### src/rtl/btn_nibble_ctrl_pkg.sv
// rtl/btn_nibble_ctrl_pkg.sv - shared debounce state encoding and default qualification time
package btn_nibble_ctrl_pkg;

  // 10 ms at 50 MHz
  localparam int DB_CYCLES_DEF = 500000;

  typedef enum logic [1:0] {
    REL    = 2'd0,
    P_WAIT = 2'd1,
    PRS    = 2'd2,
    R_WAIT = 2'd3
  } db_state_e;

endpackage

### src/rtl/btn_nibble_ctrl_debounce.sv
// rtl/btn_nibble_ctrl_debounce.sv - two-flop synchronizer plus debounce FSM emitting a one-cycle press pulse
module btn_debounce
  import btn_nibble_ctrl_pkg::*;
#(
  parameter int DB_CYCLES = DB_CYCLES_DEF,
  parameter int CNT_W     = 20
) (
  input  logic clk,
  input  logic rst_n,
  input  logic btn_in,
  output logic press
);

  // The qualifying edge is the one on which the counter would reach DB_CYCLES-1,
  // so the FSM sees DB_CYCLES consecutive synced samples of the new level.
  localparam logic [CNT_W-1:0] CNT_LAST = CNT_W'(DB_CYCLES - 2);

  logic [1:0]       sync_q, sync_d;
  db_state_e        state_q, state_d;
  logic [CNT_W-1:0] cnt_q, cnt_d;
  logic             press_q, press_d;
  logic             btn_s;

  assign btn_s = sync_q[1];
  assign press = press_q;

  // Next-state logic: synchronizer shift, debounce transitions, counter and pulse
  always_comb begin
    sync_d  = {sync_q[0], btn_in};
    state_d = state_q;
    cnt_d   = '0;
    press_d = 1'b0;
    unique case (state_q)
      REL: begin
        if (btn_s) state_d = P_WAIT;
      end
      P_WAIT: begin
        if (!btn_s) begin
          state_d = REL;
        end else if (cnt_q == CNT_LAST) begin
          state_d = PRS;
          press_d = 1'b1;
        end else begin
          cnt_d = cnt_q + CNT_W'(1);
        end
      end
      PRS: begin
        if (!btn_s) state_d = R_WAIT;
      end
      R_WAIT: begin
        if (btn_s) begin
          state_d = PRS;
        end else if (cnt_q == CNT_LAST) begin
          state_d = REL;
        end else begin
          cnt_d = cnt_q + CNT_W'(1);
        end
      end
      default: state_d = REL;
    endcase
  end

  // State registers; reset drops everything back to released and idle
  always_ff @(posedge clk or negedge rst_n) begin
    if (!rst_n) begin
      sync_q  <= '0;
      state_q <= REL;
      cnt_q   <= '0;
      press_q <= 1'b0;
    end else begin
      sync_q  <= sync_d;
      state_q <= state_d;
      cnt_q   <= cnt_d;
      press_q <= press_d;
    end
  end

endmodule

### src/rtl/btn_nibble_ctrl.sv
// rtl/btn_nibble_ctrl.sv - debounced press toggles nibble select and captures switches onto leds (option PRESS_CNT_EN adds press_cnt)
module btn_nibble_ctrl
  import btn_nibble_ctrl_pkg::*;
#(
  parameter int DB_CYCLES = DB_CYCLES_DEF,
  parameter int CNT_W     = 20
) (
  input  logic       clk,
  input  logic       rst_n,
  input  logic       button,
  input  logic [7:0] switch,
`ifdef PRESS_CNT_EN
  output logic [7:0] press_cnt,
`endif
  output logic [7:0] led,
  output logic       sel,
  output logic       press
);

  logic [7:0] sw_s1_q, sw_s1_d;
  logic [7:0] sw_s2_q, sw_s2_d;
  logic [7:0] cap_q, cap_d;
  logic       sel_q, sel_d;
  logic [7:0] led_q, led_d;
  logic       press_w;

  btn_debounce #(
    .DB_CYCLES (DB_CYCLES),
    .CNT_W     (CNT_W)
  ) u_debounce (
    .clk    (clk),
    .rst_n  (rst_n),
    .btn_in (button),
    .press  (press_w)
  );

  assign press = press_w;
  assign sel   = sel_q;
  assign led   = led_q;

  // Capture and toggle on the press cycle; led follows sel/cap one cycle later
  always_comb begin
    sw_s1_d = switch;
    sw_s2_d = sw_s1_q;
    cap_d   = press_w ? sw_s2_q : cap_q;
    sel_d   = press_w ? ~sel_q : sel_q;
    led_d   = sel_q ? {cap_q[7:4], 4'h0} : {4'h0, cap_q[3:0]};
  end

  // Switch synchronizer, captured value, select and led registers
  always_ff @(posedge clk or negedge rst_n) begin
    if (!rst_n) begin
      sw_s1_q <= '0;
      sw_s2_q <= '0;
      cap_q   <= '0;
      sel_q   <= 1'b0;
      led_q   <= '0;
    end else begin
      sw_s1_q <= sw_s1_d;
      sw_s2_q <= sw_s2_d;
      cap_q   <= cap_d;
      sel_q   <= sel_d;
      led_q   <= led_d;
    end
  end

`ifdef PRESS_CNT_EN
  logic [7:0] press_cnt_q, press_cnt_d;

  assign press_cnt = press_cnt_q;

  // Wrapping count of qualified presses
  always_comb begin
    press_cnt_d = press_w ? press_cnt_q + 8'd1 : press_cnt_q;
  end

  // Press counter register
  always_ff @(posedge clk or negedge rst_n) begin
    if (!rst_n) press_cnt_q <= '0;
    else        press_cnt_q <= press_cnt_d;
  end
`endif

endmodule

### config.mk
export PLATFORM = sky130hd
export DESIGN_NAME = btn_nibble_ctrl
export DESIGN_NICKNAME = d
export VERILOG_FILES = /design/src/rtl/btn_nibble_ctrl_pkg.sv /design/src/rtl/btn_nibble_ctrl_debounce.sv /design/src/rtl/btn_nibble_ctrl.sv
export SDC_FILE = /design/constraint.sdc
export NUM_CORES = 1
export LEC_CHECK = 0
export ABC_AREA = 0
export CAP_MARGIN = 20
export CORE_ASPECT_RATIO = 1.2
export CORE_MARGIN = 3
export CORE_UTILIZATION = 55
export CTS_CLUSTER_SIZE = 10
export DETAILED_ROUTE_END_ITERATION = 10
export GPL_TIMING_DRIVEN = 0
export PLACE_DENSITY = 0.77
export SKIP_CTS_REPAIR_TIMING = 1
export SYNTH_ARGS = -nofsm -noshare
export SYNTH_HDL_FRONTEND = slang
export SYNTH_HIERARCHICAL = 1
export SYNTH_SLANG_ARGS = --single-unit
### constraint.sdc
create_clock -name clk -period 2.4 [get_ports clk]
set_clock_uncertainty 0.05 [all_clocks]
set_input_delay 0.36 -clock clk [delete_from_list [all_inputs] [get_ports clk]]
set_output_delay 0.36 -clock clk [all_outputs]
set_load 0.02 [all_outputs]
==> impl_metrics.py <==
metrics = {
    "finish": {
        "final_core_util_pct": 72.4,
        "syn2layout_area_growth_pct": 21.9,
        "seq_area_sq_um": 1450,
        "multi_input_area_sq_um": 733,
        "n_fill_cell": 242,
        "fin_nets": 211,
        "drive_gt1_share_pct": 17.7,
        "antenna_cells": 0,
        "fin_cells": 255,
    },
    "routing": {
        "viasPerCell": 5.15,
        "met3_length_um": 143,
        "wl_met1_um": 1540,
        "wl_per_cell_um": 15.1,
        "drcViolationCount": 0,
        "via_count": 1314,
        "wl_met2_um": 2070,
        "drt-pass1-iter-count": 4,
        "topRoutingLayerUsed": "met4",
        "drtAntennaViolNets": 0,
        "first_iter_violations": 79,
        "drt-total-wl_um": 3860,
    },
    "global_route": {
        "grt_pass1_wl_um": 6310,
        "grt_pass1_vias": 1339,
        "antenna_found_initial": 0,
        "track_usage_pct": 18.0,
        "overflow": 0,
        "grt_max_degree": 38,
    },
    "timing": {
        "hold_violations": 0,
        "max_clock_freq_ghz": 0.510,
        "tightest_slew_ns": 0.578,
        "fin_ws_ns": 0.438,
        "setup_viol": 0,
        "rsz0062_at_grt": "no",
        "period_share_pct": 81.7,
        "layout_min_cycle_time_ns": 1.96,
        "slew-limit-headroom_pct": 61.1,
        "slew_violations": 0,
        "holdWs_ns": 0.296,
    },
    "placement": {
        "placedCellCount": 238,
        "post-dp-hpwl_um": 2590,
        "portBuffers": 20,
        "place_congestion": 0.833,
        "dp_slack_ns": 0.438,
    },
    "clock_tree": {
        "cts-htree-levels": 3,
        "root_buffer": "clkbuf_8",
        "cts_buffers": 9,
        "cts_tree": "done",
        "cts.clk_slew.worst_paths_ns": 0.06,
        "cts.sinks": 58,
        "clockBufferDepth": 2,
        "clk_latency_ns": 0.32,
    },
    "critical_path": {
        "rr_worst_depth": 6,
        "crit_family": "simple AND/OR/NAND/NOR gates",
        "end_kind": "register",
        "slowest_delay_ns": 0.44,
        "crit_cells": 6,
        "path_class": "reg -> reg",
        "required_ns": 2.55,
        "path_buf_inv": 1,
        "crit_fanout": 6,
        "cp-start-kind": "register",
        "rrSetupSlack_ns": 0.44,
        "cp_cell_sequence": "inv_1 -> ha_1 -> or4b_1 -> nor3_2 -> nand3_2 -> mux2_4",
        "arrival_ns": 2.12,
        "r2r_start": "u_debounce/cnt_q[0]",
        "cpMaxStageDelayCell": "or4b_1",
        "crit_path_start": "u_debounce/cnt_q[0]",
    },
    "power_and_ir_drop": {
        "powerDensity_nw_per_um2": 713,
        "power.leakage_nw": 1.19,
        "vdd_ir_drop_max_v": 0.000470,
        "p_total_mw": 1.94,
    },
    "synthesis": {
        "syn_area_per_cell_sq_um": 13.5,
        "synth_simple_gate_area_share_pct": 16.8,
        "ys.warnings.count": 6,
        "syn_inst": 165,
        "async_flop_share_pct": 100,
        "synth_enable_flop_cells": 0,
        "yosys.area.top_type": "dfrtp_1",
        "synth-compound-area-share_pct": 2.24,
        "synth_nets": 178,
        "synth-xor-area-share_pct": 6.68,
        "syn-cell-area_sq_um": 2230,
        "synth_top_family_by_area": "simple AND/OR/NAND/NOR gates",
        "synth_fa_ha_area_share_pct": 1.12,
        "synth_mux_area_share_pct": 6.06,
        "ys_seq_area_share_pct": 65.1,
        "synthTopCellsByArea": "dfrtp_1 65%, mux2_4 6.1%, xnor2_1 5.1%, nor2_1 3.5%, xor2_1 1.6%",
        "synth-main-ff-cell": "dfrtp_1",
        "yosysUniqueCellTypes": 30,
        "synth_top_area_share_pct": 65.1,
        "ys_seq_elements": 58,
    },
    "die": {
        "core_area_sq_um": 3750,
        "die_x_um": 64.1,
        "die_h_um": 75.7,
        "initial_utilization_pct": 59.4,
        "dieArea_sq_um": 4860,
        "rows": 24,
        "io_pins": 21,
    },
    "outcome": {
        "status": "completed",
    },
    "flow_run": {
        "drv_cap": 0,
    },
    "hold_path": {
        "hp-class": "reg -> reg",
    },
}
metrics by stage:
stage / cell area [sq um] / TNS [ns]
global route: 2720 / 0
finish: 2720 / 0
global placement: 2490 / -39.07
detailed placement: 2510 / 0
floorplan: 2230 / 0
CTS: 2710 / 0
worst reg2reg max path, stage by stage (launching register included):
cell,delay [ns]
dfrtp_1,0.43
inv_1,0.08
ha_1,0.14
or4b_1,0.44
nor3_2,0.27
nand3_2,0.14
mux2_4,0.31
worst min-delay path by stage:
stage	startpoint	endpoint	depth (start not counted)
floorplan	rst_n	cap_q[0]	0
global placement	sw_s1_q[2]	sw_s2_q[2]	0
detailed placement	sw_s1_q[3]	sw_s2_q[3]	0
CTS	rst_n	sw_s2_q[4]	1
global route	u_debounce/sync_q[0]	u_debounce/sync_q[1]	0
finish	u_debounce/sync_q[0]	u_debounce/sync_q[1]	0
sequential cells by signal, indices dropped and copies added, names as in the netlist, named ones only:
signal              count
sw_s1_q                 8
sw_s2_q                 8
u_debounce/state_q      1
u_debounce/cnt_q       20
cap_q                   8
u_debounce/press        1
sel                     1
u_debounce/sync_q       2
led                     8
logic make-up after synthesis:
kind of cell / count (synthesis)
muxes: 9
DFF: 58
xor gates and xnor gates: 17
AOI/OAI and AO/OA: 7
adders and majority gates: 2
and+or+nand+nor: 64
buffers and inverters: 8
routing by layer:
metal | GRT usage, % | vias up
li1 | - | 625
met5 | 0 | -
met1 | 20.5 | 649
met3 | 4.28 | 10
met4 | 12.0 | 0
met2 | 30.9 | 30
cells in the final DEF (no fill, tap or decap), types with 2 or more instances in the layout:
cell type and count:
and2_1 4, xor2_1 4, clkbuf_8 11, inv_1 5, nor2b_1 4, nand3_2 2
or4b_1 2, nor3_1 4, clkdlybuf4s50_1 19, nand2_1 5, nor4_1 4, clkbuf_1 3
ha_1 2, xnor2_1 13, mux2_4 9, a21oi_1 3, nand3_1 5, dfrtp_1 58
buf_4 2, nand4_1 5, nor2_1 21, a31o_2 2
power by group:
group	switching, mW	internal, mW
clock	0.345	0.536
combinational	0.0288	0.0235
sequential	0.00781	0.996
synth_stat cells (all sizes together), types with 2 or more instances:
| cell | number |
|---|---|
| or4b | 2 |
| nor2b | 4 |
| ha | 2 |
| buf | 3 |
| nand4 | 6 |
| nor3 | 5 |
| xor2 | 4 |
| inv | 5 |
| nor4 | 5 |
| dfrtp | 58 |
| nand2 | 5 |
| nand3 | 7 |
| nor2 | 21 |
| a31o | 2 |
| mux2 | 9 |
| xnor2 | 13 |
| and2 | 5 |
| a21oi | 3 |
layout make-up:
| type | count | share of cell area (%) |
|---|---|---|
| multi-input combinational | 99 | 27.0 |
| buffer | 3 | 0.967 |
| clock buffer | 14 | 5.99 |
| timing repair buffer | 22 | 8.29 |
| inverter | 5 | 0.691 |
| tap | 52 | 2.39 |
| clock inverter | 2 | 1.29 |
| sequential | 58 | 53.4 |
Note: power is estimated with default switching activity, not from simulation.
